[config.mk]
export PLATFORM = sky130hd
export DESIGN_NAME = seg_scan_ctrl
export DESIGN_NICKNAME = d
export VERILOG_FILES = /design/src/rtl/seg_scan_ctrl.sv
export SDC_FILE = /design/constraint.sdc
export NUM_CORES = 1
export LEC_CHECK = 0
export CAP_MARGIN = 20
export CORE_MARGIN = 5
export CORE_UTILIZATION = 45
export DETAILED_ROUTE_END_ITERATION = 10
export GPL_ROUTABILITY_DRIVEN = 0
export PLACE_DENSITY = 0.74
export REMOVE_ABC_BUFFERS = 1
export SLEW_MARGIN = 25
export SYNTH_ARGS = -nofsm -noshare
export SYNTH_HDL_FRONTEND = slang
export SYNTH_SLANG_ARGS = --single-unit
[constraint.sdc]
create_clock -name clk -period 2.5 [get_ports clk]
set_input_delay 0.25 -clock clk [delete_from_list [all_inputs] [get_ports clk]]
set_output_delay 0.25 -clock clk [all_outputs]
set_load 0.1 [all_outputs]
[src/rtl/seg_scan_ctrl.sv]
// seg_scan_ctrl: multiplexed seven-segment scan controller.
// Drives one shared segment bus plus one-hot digit selects. Digit data is
// double buffered so that updates take effect only at a frame boundary.
// Leading-zero suppression, an anti-ghosting guard at the start of every slot,
// PWM dimming and output polarity are also handled here.
module seg_scan_ctrl #(
  parameter int NUM_DIG     = 8,
  parameter int SCAN_DIV    = 125000,
  parameter int GUARD       = 16,
  parameter int DIM_W       = 4,
  parameter bit SEL_ACT_LOW = 1'b0,
  parameter bit SEG_ACT_LOW = 1'b0
) (
  input  logic                   clk,
  input  logic                   arst_n,
  input  logic [4*NUM_DIG-1:0]   digit_i,
  input  logic [NUM_DIG-1:0]     dp_i,
  input  logic [NUM_DIG-1:0]     blank_i,
  input  logic [NUM_DIG-1:0]     dash_i,
  input  logic                   upd,
  input  logic                   lzs_en,
  input  logic [DIM_W-1:0]       bright,
  output logic [NUM_DIG-1:0]     seg_sel,
  output logic [7:0]             seg_led,
  output logic                   frame_tick,
  output logic                   upd_pend
);

  localparam int CNT_W = (SCAN_DIV > 1) ? $clog2(SCAN_DIV) : 1;
  localparam int IDX_W = $clog2(NUM_DIG);
  localparam int SHW   = 7 * NUM_DIG;

  localparam logic [CNT_W-1:0] CNT_LAST  = CNT_W'(SCAN_DIV - 1);
  localparam logic [CNT_W-1:0] CNT_GUARD = CNT_W'(GUARD);
  localparam logic [IDX_W-1:0] IDX_LAST  = IDX_W'(NUM_DIG - 1);

  // Shadow layout: {dash, blank, dp, digits}
  logic [CNT_W-1:0]   cnt_q, cnt_d;
  logic [IDX_W-1:0]   idx_q, idx_d;
  logic [DIM_W-1:0]   pwm_q, pwm_d;
  logic [SHW-1:0]     pend_q, pend_d;
  logic [SHW-1:0]     act_q, act_d;
  logic               upd_pend_q, upd_pend_d;
  logic [NUM_DIG-1:0] sel_q, sel_d;
  logic [7:0]         led_q, led_d;
  logic               tick_q, tick_d;

  logic               slot_wrap;
  logic               frame_bnd;
  logic [SHW-1:0]     in_vec;
  logic [4*NUM_DIG-1:0] act_dig;
  logic [NUM_DIG-1:0] act_dp, act_blank, act_dash;
  logic [NUM_DIG-1:0] supp;
  logic               lzs_run;
  logic [3:0]         cur_dig;
  logic [6:0]         seg7;
  logic               lit;

  assign in_vec    = {dash_i, blank_i, dp_i, digit_i};
  assign act_dig   = act_q[4*NUM_DIG-1:0];
  assign act_dp    = act_q[5*NUM_DIG-1:4*NUM_DIG];
  assign act_blank = act_q[6*NUM_DIG-1:5*NUM_DIG];
  assign act_dash  = act_q[7*NUM_DIG-1:6*NUM_DIG];

  function automatic logic [6:0] hex_decode(input logic [3:0] v);
    logic [6:0] s;
    case (v)
      4'h0: s = 7'h3F;
      4'h1: s = 7'h06;
      4'h2: s = 7'h5B;
      4'h3: s = 7'h4F;
      4'h4: s = 7'h66;
      4'h5: s = 7'h6D;
      4'h6: s = 7'h7D;
      4'h7: s = 7'h07;
      4'h8: s = 7'h7F;
      4'h9: s = 7'h6F;
      4'hA: s = 7'h77;
      4'hB: s = 7'h7C;
      4'hC: s = 7'h39;
      4'hD: s = 7'h5E;
      4'hE: s = 7'h79;
      default: s = 7'h71;
    endcase
    return s;
  endfunction

  // Slot counter, scan index and free-running PWM counter
  always_comb begin
    slot_wrap = (cnt_q == CNT_LAST);
    frame_bnd = slot_wrap && (idx_q == IDX_LAST);
    cnt_d     = slot_wrap ? '0 : cnt_q + 1'b1;
    idx_d     = idx_q;
    if (slot_wrap) begin
      idx_d = (idx_q == IDX_LAST) ? '0 : idx_q + 1'b1;
    end
    pwm_d = pwm_q + 1'b1;
  end

  // Double buffer: upd fills pending, frame boundary promotes it to active;
  // an upd on the boundary cycle itself bypasses pending entirely
  always_comb begin
    pend_d     = pend_q;
    act_d      = act_q;
    upd_pend_d = upd_pend_q;
    if (upd) begin
      if (frame_bnd) begin
        act_d      = in_vec;
        upd_pend_d = 1'b0;
      end else begin
        pend_d     = in_vec;
        upd_pend_d = 1'b1;
      end
    end else if (frame_bnd && upd_pend_q) begin
      act_d      = pend_q;
      upd_pend_d = 1'b0;
    end
  end

  // Leading-zero suppression: walk down from the top digit until the first
  // digit that carries anything visible; digit 0 always stays lit
  always_comb begin
    lzs_run = lzs_en;
    supp    = '0;
    for (int k = NUM_DIG - 1; k >= 1; k--) begin
      lzs_run = lzs_run && (act_dig[4*k +: 4] == 4'h0) && !act_dp[k]
                && !act_dash[k] && !act_blank[k];
      supp[k] = lzs_run;
    end
  end

  // Next output values for the current slot (registered below)
  always_comb begin
    cur_dig = act_dig[{idx_q, 2'b00} +: 4];
    if (act_dash[idx_q]) begin
      seg7 = 7'h40;
    end else if (supp[idx_q]) begin
      seg7 = 7'h00;
    end else begin
      seg7 = hex_decode(cur_dig);
    end
    led_d = act_blank[idx_q] ? 8'h00 : {act_dp[idx_q], seg7};

    lit = (cnt_q >= CNT_GUARD) && ((bright == '1) || (pwm_q < bright));
    sel_d        = '0;
    sel_d[idx_q] = lit;

    tick_d = (cnt_q == '0) && (idx_q == '0);
  end

  // State and output registers
  always_ff @(posedge clk or negedge arst_n) begin
    if (!arst_n) begin
      cnt_q      <= '0;
      idx_q      <= '0;
      pwm_q      <= '0;
      pend_q     <= '0;
      act_q      <= '0;
      upd_pend_q <= 1'b0;
      sel_q      <= '0;
      led_q      <= '0;
      tick_q     <= 1'b0;
    end else begin
      cnt_q      <= cnt_d;
      idx_q      <= idx_d;
      pwm_q      <= pwm_d;
      pend_q     <= pend_d;
      act_q      <= act_d;
      upd_pend_q <= upd_pend_d;
      sel_q      <= sel_d;
      led_q      <= led_d;
      tick_q     <= tick_d;
    end
  end

  assign seg_sel    = SEL_ACT_LOW ? ~sel_q : sel_q;
  assign seg_led    = SEG_ACT_LOW ? ~led_q : led_q;
  assign frame_tick = tick_q;
  assign upd_pend   = upd_pend_q;

endmodule
* After elaboration in Yosys (flattened, before gate mapping)
Memory sizes are Yosys's and may differ from the RTL's. Index checks and enable logic that the tools add are counted.
Storage, ports and cells: memory bits (writable) 0, word-level logic and storage cells 112, input port bits 64, flip-flop bits (word level) 154, memories kept 1, latch bits 0, output and inout port bits 18, memory bits (read-only) 112
Operators by class: muxes and demuxes 21, add/subtract/negate cells 3, shifts and indexed selects 1, reduce and logical (&&, ||, !) cells 67, eq/ne operators 4, divide/modulo/power cells 0, $mul 0, bitwise operators 2, order comparisons 4
Memories:
- (name not given) | words 16, width 7, read ports 1, clocked after Yosys merged registers in 0, wr ports 0, line 67 | case (v)
Operator list (count):
- $mux 56 | 3
- $logic_and 1x1->1 | 33
- $shiftx 32x6->4 | 1
- $logic_not 4->1 | 7
- $logic_not 1->1 | 21
- $add 17x1->17 const B | 1
- $eq 17x17->1 const B | 1
- $ge 17x5->1 const B | 1
- $logic_not 17->1 | 1
- $mux 17 | 1
- $mux 7 | 2
- $bmux 1 s3 | 4
- $and 8x8->8 | 1
- $mux 1 | 8
- $mux 8 | 1
- $add 4x1->4 const B | 1
- $eq 4x4->1 const B | 1
- $lt 3x4->1 const B | 1
- $lt 4x4->1 | 1
- $reduce_and 2->1 | 2
- $add 3x1->3 const B | 1
- $demux 1 s3 | 1
- $eq 3x3->1 const B | 1
- $ge 3x1->1 const B | 1
- 6 further kinds | 6

* Logic depth before layout (Yosys ltp)
Gate-level depths: netlist of run 1.
word-level depth 34, depth in mapped cells 9, mapped depth without buffers 7

* Worst setup path before layout of run 1
OpenSTA, ideal clock, no wires.
path kind register -> register, from reg idx_q[2], to reg led_q[5], in the netlist seg_led[5], stages on the path, launching flop included 10, required time 2.434 ns, arrival time 2.226 ns, path buffers 2, setup time 0.066 ns, path slack 0.208 ns, clock period less this slack 2.292 ns, cell sequence dfrtp_1 > buf_2 > buf_2 > mux4_2 > mux2i_1 > inv_1 > ha_1 > mux2_1 > nand2_1 > o311a_1
Between the ends: cells in the longest elaborated chain, start to end 5, elaborated cells between the ends (all ways) 11, those cells by class shift: 1; mux: 9; memory: 1
RTL lines:
- start, declared | line 39 | logic [IDX_W-1:0] idx_q, idx_d;
- start signal, assigned | line 165 | idx_q <= idx_d;
- $shiftx 32x6->4 or $bmux 1 s3 (tied branches) | line 134, 137
- $mem_v2 16x7 or $mux 1 (tied branches)
- $mux 7 | line 137 | end else if (supp[idx_q]) begin
- $mux 7 | line 135 | if (act_dash[idx_q]) begin
- $mux 8 (*) | line 142 | led_d = act_blank[idx_q] ? 8'h00 : {act_dp[idx_q], seg7};
- named net led_d[5] | line 45 | logic [7:0] led_q, led_d;
- end signal, assigned | line 171 | led_q <= led_d;
- end, declared | line 45
The timed path passes the listed nets; every way through them passes the cells marked *. The select of a mux whose other input is x is not followed. A chain may end at the register's enable or synchronous reset.

* Worst setup path after layout of run 1
from reg cnt_q[0], to reg pend_q[16]
Between the ends: cells in the longest elaborated chain, start to end 4
RTL lines:
- start, declared | line 38 | logic [CNT_W-1:0] cnt_q, cnt_d;
- start signal, assigned | line 164 | cnt_q <= cnt_d;
- $eq 17x17->1 | line 90 | slot_wrap = (cnt_q == CNT_LAST);
- $logic_and 1x1->1 | line 91 | frame_bnd = slot_wrap && (idx_q == IDX_LAST);
- $not 1->1 (no source line)
- $reduce_and 2->1 (no source line)
- end signal, assigned | line 167 | pend_q <= pend_d;
- end, declared | line 41 | logic [SHW-1:0] pend_q, pend_d;
No other way between the ends.

==> key figures, run 1 <==
Run status
  • Outcome: finished clean

Global routing
  • Number of antenna violations at the first check in global routing: 0
  • Vias in the first global route: 5229
  • Global-route wire length before repair: 26000 um
  • Largest net degree at the start of global routing: 93
  • Gr usage total: 17.6%
  • Remaining Overflow, GRT: 0

STA
  • Pins Over Slew Limit: 0
  • Max Freq: 438 MHz
  • Final hold violation count: 0
  • Worst Tran Pin Value: 0.648 ns
  • Total of endpoints with negative setup slack in the final report: 0
  • Relative slew slack: 56.4%
  • Final worst path period need: 2.28 ns
  • Setup repair after global routing missed its margin: false
  • Worst clock skew: 0.00887 ns
  • Final worst-path cycle share: 91.2%
  • WHS: 0.246 ns

Detailed routing
  • Total via count in the routed design: 5031
  • Routed vias/inst: 5.44
  • Average wire per standard cell: 16.9 um
  • First drt pass iteration count: 5
  • Overall routed net length: 15600 um
  • Remaining antenna violation count: 0
  • Post-route DRC: 0
  • Starting DRT DRC Count: 268

Synth
  • Average cell area after synthesis: 12.0 um^2
  • Primary FF master, synth: dfrtp_1
  • Most numerous cell types in the synthesized netlist: 154 x dfrtp_1, 70 x nor2_1, 63 x a21oi_1, 61 x mux2i_1, 41 x mux2_1
  • Total of warnings raised by yosys: 0
  • Post-synth EDFFs: 0
  • Instance count of the mapped netlist: 610
  • Number of distinct library cells after synthesis: 52
  • Cell with the most instances after synthesis: dfrtp_1
  • Top-area cell type share of the netlist area: 52.5%
  • Yosys top cell by area: dfrtp_1
  • Cell types occupying the most area after synthesis: dfrtp_1 52%, mux2i_1 8.3%, mux2_1 6.3%
  • Post-synthesis sequential area ratio: 52.5%
  • Number of flip-flops and latches in the synthesized netlist: 154
  • Cell area after synthesis: 0.00734 mm^2
  • Post-synth ARST share: 100%

Cells and area
  • Fraction of final layout cells with drive strength greater than 1: 15.8%
  • Post-layout util: 56.4%
  • # diodes: 0
  • Nets: 774
  • Area Growth Syn to Fin: 22.4%

Worst setup path
  • CP max stage cell: dfrtp_1
  • Critical Path Max Stage Delay: 0.39 ns
  • Kind of cell adding the most delay to the critical path: simple AND/OR/NAND/NOR gates
  • Top fanout value on the critical path: 42
  • R2r startpoint: cnt_q[0]$_DFF_PN0_
  • Crit. End Element: flip-flop
  • Class of the most critical setup path: reg -> reg
  • Startpoint class of the critical path: flip-flop
  • WP data arrival: 2.59 ns
  • Data required, critical path: 2.81 ns
  • Count of buffering cells on the critical path with inverters included: 1
  • Start point of the critical path: cnt_q[0]$_DFF_PN0_
  • Critical Path, Cell by Cell: ha_1 -> nand3_2 -> nor4_2 -> nor2b_1 -> a21bo_2 -> buf_12 -> mux2_1

Min path
  • Launch instance of the worst min-delay path: upd
  • Min-delay worst type: in -> reg

Placement
  • Number of I/O port buffers: 81
  • Half-perimeter wire length after detailed placement: 11300 um

Floorplanning
  • Vertical die dimension: 138 um
  • IO Pins: 82
  • Floorplan core area: 0.0159 mm^2
  • Die Area: 0.0190 mm^2
  • Initial core utilization: 46.1%
  • Die Span X: 138 um
  • Row Count: 46

Job
  • Max Cap Violations: 0

CTS
  • Number of buffers inserted by post-CTS setup repair: 0
  • H-tree depth reported by CTS: 4
  • Cell at the root of the clock tree: clkbuf_16
  • Register clock-pin slew on the reported worst setup and hold paths: 0.06 ns
  • TritonCTS clock tree: built
  • Clock latency on the worst-skew pair: 0.43 ns
  • Clock buffers created by TritonCTS: 17
  • Clock buffer depth: 2
  • Sink count of the clock tree: 154

Pwr
  • Leakage power summed over all cells: 4.12 nW
  • Power density over the cells: 645 mW/mm^2
  • Maximum vdd ir drop: 0.445 mV
## where the power goes
group	leakage [nW]	switching (W)	total, W	internal, W
Clock	0.311	0.00108	0.00277	0.00169
Combinational	1.85	0.000184	0.000400	0.000216
Sequential	1.96	0.0000438	0.00263	0.00258
## repair_timing
action / 4_1_cts / 5_1_grt
setup endpoints to repair: 0 / 56
hold buffers: 1 / 0
gates resized for setup: 0 / 2
endpoints found under the hold margin: 37 / 0
## stage by stage
step	setup slack (ns)	area (um^2)	power, W	setup TNS, ns	instances
2_1_floorplan	-3.95	7110	0.00283	-262.37	576
3_3_place_gp	0.164	8330	0.00306	0	892
3_5_place_dp	0.103	8330	0.00308	0	892
4_1_cts	0.0510	8980	0.00587	0	925
5_1_grt	0.0476	8980	0.00604	0	925
6_report	0.219	8980	0.00580	0	925
## worst min-delay path, delay by kind of cell
family	cells	cell delay, ns
AOI/OAI and AO/OA	1	0.12
buffers and inverters	1	0.15
and+or+nand+nor	1	0.11
## state kept, by name, summed over array words and instances, names as in the netlist
name,flops
pwm_q,4
seg_sel,8
seg_led,8
idx_q,3
frame_tick,1
act_q,56
upd_pend,1
cnt_q,17
pend_q,56
## cell type report
cell class              instances  area [um^2]
fillers                      1244         6960
flip-flops and latches        154         3850
multi-input cells             408         3220
repair buffers                101          952
clock buffers                  17          425
well taps                     216          270
clock inverters                15          214
inverters                      14         52.6
## worst paths after layout
check                                         end  slack [ns]  cells past startpoint
setup / recovery           pend_q[16]$_DFFE_PN0P_        0.22                      7
hold / removal               upd_pend$_DFFE_PN0P_        0.25                      3
setup reg to reg           pend_q[16]$_DFFE_PN0P_        0.22                      7
hold reg to reg                pwm_q[3]$_DFF_PN0_        0.48                      1
max in group asynchronous    idx_q[0]$_DFFE_PN0N_        1.40                      3
min in group asynchronous   pend_q[6]$_DFFE_PN0P_        0.31                      2
## cells in the final DEF, fill, tap and decap left out, types with 4 or more instances in the layout
master	n
a21oi_1	63
inv_6	4
mux2i_1	61
o21ai_0	4
nand3_1	14
nor2_1	70
xor2_1	6
clkinv_4	4
a2111oi_0	6
nor3_1	10
mux2_1	41
inv_1	14
clkdlybuf4s50_1	61
and3_1	6
buf_4	34
ha_1	14
clkbuf_16	17
nor4_1	8
mux4_2	12
nand2_1	23
mux2_2	18
bufinv_16	4
xnor2_1	10
dfrtp_1	153
## per-layer routing
layer | vias up | global-route usage, % | wire length [um]
met1 | 2518 | 23.0 | 6890
met3 | 16 | 4.89 | 678
met4 | 0 | 4.94 | 228
li1 | 2369 | - | -
met5 | - | 0 | 0
met2 | 128 | 29.0 | 7820
## cells by family (layout without fill, tap and decap cells)
family / count (synthesis) / in the layout / share of synthesized area [%]
AOI/OAI and AO/OA: 91 / 91 / 7.28
muxes: 136 / 136 / 22.3
adders and majority gates: 14 / 14 / 2.39
DFF: 154 / 154 / 52.5
xor gates and xnor gates: 16 / 16 / 1.91
buffers and inverters: 48 / 147 / 3.94
and+or+nand+nor: 151 / 151 / 9.75
Note: power is estimated with default switching activity, not from simulation.
==> inputs of run 2 (changes only) <==
- DONT_BUFFER_PORTS: unset -> 1
- PLACE_DENSITY: 0.74 -> 0.68
==> key figures, run 2 (synthesized netlist as in run 1, its figures left out) <==
Pwr
  • Pwr Total: 0.00554 W (-4.5%)
  • Maximum vdd ir drop: 0.483 mV (+8.5%)
  • Clk network pwr share: 47.5% (-0.3 points)
  • Share of total power in sequential cells: 47.5% (+2.2 points)
  • Net switching fraction of the power: 21.4% (-1.1 points)
  • Combinational fraction of design power: 5.0% (-1.9 points)
  • Power density over the cells: 633 mW/mm^2 (-1.9%)
  • Leakage power summed over all cells: 4.00 nW (-3.1%)
  • Cell internal pwr: 0.00436 W (-3.1%)
  • Net switching component of the power: 0.00119 W (-9.2%)

STA
  • Total of endpoints with negative setup slack in the final report: 0 (unchanged)
  • WHS: -0.484 ns (-0.730 ns)
  • Final hold violation count: 154 (+154)
  • Pins Over Slew Limit: 0 (unchanged)
  • Relative slew slack: 39.0% (-17 points)
  • Worst Tran Pin Value: 0.915 ns (+0.267 ns)
  • Worst clock skew: 0.0125 ns (+0.00361 ns)
  • Final worst-path cycle share: 93.7% (+2.5 points)
  • Final worst path period need: 2.34 ns (+0.0615 ns)
  • Setup repair after global routing missed its margin: false
  • Total negative setup slack: 0 ns (unchanged)
  • Max Freq: 427 MHz (-2.6%)

Worst setup path
  • R2r startpoint: cnt_q[0]$_DFF_PN0_
  • Crit. End Element: flip-flop
  • Startpoint class of the critical path: flip-flop
  • CP max stage cell: dfrtp_1
  • Critical Path, Cell by Cell: ha_1 -> nand3_2 -> nor4_1 -> nor2b_1 -> a21bo_2 -> buf_12 -> mux2_2
  • Kind of cell adding the most delay to the critical path: simple AND/OR/NAND/NOR gates
  • Reg-to-reg setup timing slack: 0.16 ns (-0.06 ns)
  • Top fanout value on the critical path: 24 (-43%)
  • Start point of the critical path: cnt_q[0]$_DFF_PN0_
  • Class of the most critical setup path: reg -> reg
  • Data required, critical path: 2.80 ns (about the same)
  • Critical Path Max Stage Delay: 0.39 ns (about the same)
  • Count of buffering cells on the critical path with inverters included: 1 (unchanged)
  • WP data arrival: 2.64 ns (+0.05 ns)

Floorplanning
  • Floorplan core area: 0.0159 mm^2 (unchanged)
  • Die Span X: 138 um (unchanged)
  • Row Count: 46 (unchanged)
  • Die Area: 0.0190 mm^2 (unchanged)
  • IO Pins: 82 (unchanged)
  • Vertical die dimension: 138 um (unchanged)
  • Initial core utilization: 46.1% (unchanged)

Placement
  • Area post-placement: 0.00756 mm^2 (-9.3%)
  • Half-perimeter wire length after detailed placement: 10800 um (-4.6%)
  • Number of I/O port buffers: 0 (-100%)

Detailed routing
  • Remaining antenna violation count: 0 (unchanged)
  • WL met1: 7090 um (+2.9%)
  • First drt pass iteration count: 4 (-1)
  • Starting DRT DRC Count: 324 (+21%)
  • Routed vias/inst: 5.48 (+0.74%)
  • Post-route DRC: 0 (unchanged)
  • Total via count in the routed design: 4915 (-2.3%)
  • Met3 WL: 717 um (+5.8%)
  • Average wire per standard cell: 18.2 um (+8.1%)
  • Overall routed net length: 16400 um (+4.8%)
  • Routed wire length on met2: 8270 um (+5.8%)
  • Top metal layer carrying routed signals: met4

CTS
  • Sink count of the clock tree: 154 (unchanged)
  • H-tree depth reported by CTS: 4 (unchanged)
  • Cell at the root of the clock tree: clkbuf_16
  • Clock latency on the worst-skew pair: 0.43 ns (about the same)
  • Clock buffer depth: 2 (unchanged)
  • Clock buffers created by TritonCTS: 17 (unchanged)
  • Hold buffer count at cts: 56 (+55)
  • Register clock-pin slew on the reported worst setup and hold paths: 0.06 ns (about the same)
  • TritonCTS clock tree: built

Cells and area
  • Fraction of final layout cells with drive strength greater than 1: 13.2% (-2.6 points)
  • Post-route standard cell area excluding fillers: 0.00875 mm^2 (-2.6%)
  • Most common cell after layout, fill and taps aside: dfrtp_1
  • Number of fill cells: 1342 (+7.9%)
  • # diodes: 0 (unchanged)
  • Registers with the most flip-flops: act_q (56), pend_q (56), cnt_q (17)
  • Area Growth Syn to Fin: 19.2%
  • Most used cells in the layout excluding fill and tap cells: 152 x dfrtp_1, 70 x nor2_1, 63 x a21oi_1
  • Nets: 746 (-3.6%)

Job
  • Max Cap Violations: 0 (unchanged)

Global routing
  • Remaining Overflow, GRT: 0 (unchanged)
  • Vias in the first global route: 5355 (+2.4%)
  • Number of antenna violations at the first check in global routing: 0 (unchanged)
  • Largest net degree at the start of global routing: 155 (+67%)
  • Global-route wire length before repair: 27500 um (+5.5%)
  • Gr usage total: 18.8% (+1.1 points)

Run status
  • Outcome: finished, violations left
  • Violations in the final reports: hold timing

Min path
  • Min-delay worst type: in -> async
[run 2: worst register-to-register path, cell delays in order (launching register included)]
cell     delay (ns)
dfrtp_1        0.39
ha_1           0.26
nand3_2        0.11
nor4_1         0.39
nor2b_1        0.25
a21bo_2        0.23
buf_12         0.20
mux2_2         0.39
[run 2: power groups by stage]
stage | clock [W] | combinational [W] | sequential (W)
2_1_floorplan | 0 | 0.000168 | 0.00266
3_3_place_gp | 0 | 0.000203 | 0.00267
3_5_place_dp | 0 | 0.000209 | 0.00268
4_1_cts | 0.00268 | 0.000282 | 0.00263
5_1_grt | 0.00279 | 0.000308 | 0.00264
6_report | 0.00263 | 0.000279 | 0.00263
[run 2: layout make-up]
cell class	count	area [um^2]	area share [%]
Sequential cell	154	3860	44.1
Multi-Input combinational cell	408	3210	36.7
Timing Repair Buffer	73	751	8.58
Clock buffer	21	480	5.49
Tap cell	216	270	3.09
Clock inverter	11	133	1.52
Inverter	14	52.6	0.600
[run 2: routing by layer]
layer  vias to the layer above  track usage [%]
met4                         0             5.65
met3                        26             5.08
li1                       2308                -
met1                      2485             23.9
met5                         -                0
met2                        96             31.4
[run 2: what timing repair did]
action                                 CTS  global route
resized for setup                        1             1
endpoints found under the hold margin  210           154
setup buffers                            0             1
setup endpoints to repair                1            26
[run 2: final timing paths]
kind                                     endpoint  cells after the start
max in group asynchronous  pend_q[26]$_DFFE_PN0P_                      0
min reg2reg                    pwm_q[3]$_DFF_PN0_                      1
min                            cnt_q[8]$_DFF_PN0_                      0
max reg2reg                 pend_q[2]$_DFFE_PN0P_                      7
max                         pend_q[2]$_DFFE_PN0P_                      7
min in group clk            act_q[23]$_DFFE_PN0P_                      2
[run 2: through the flow]
step	setup WS (ns)	util [%]	cells
3_3_place_gp	0.145	47.4	808
2_1_floorplan	-3.95	-	576
5_1_grt	0.0288	54.9	897
6_report	0.158	54.9	897
3_5_place_dp	0.0308	47.4	808
4_1_cts	0.118	54.8	896
==> inputs of run 3 (changes only) <==
- TNS_END_PERCENT: unset -> 30
==> results of run 3 <==
Same layout as run 2: the final DEF is identical, and so are final timing and power.
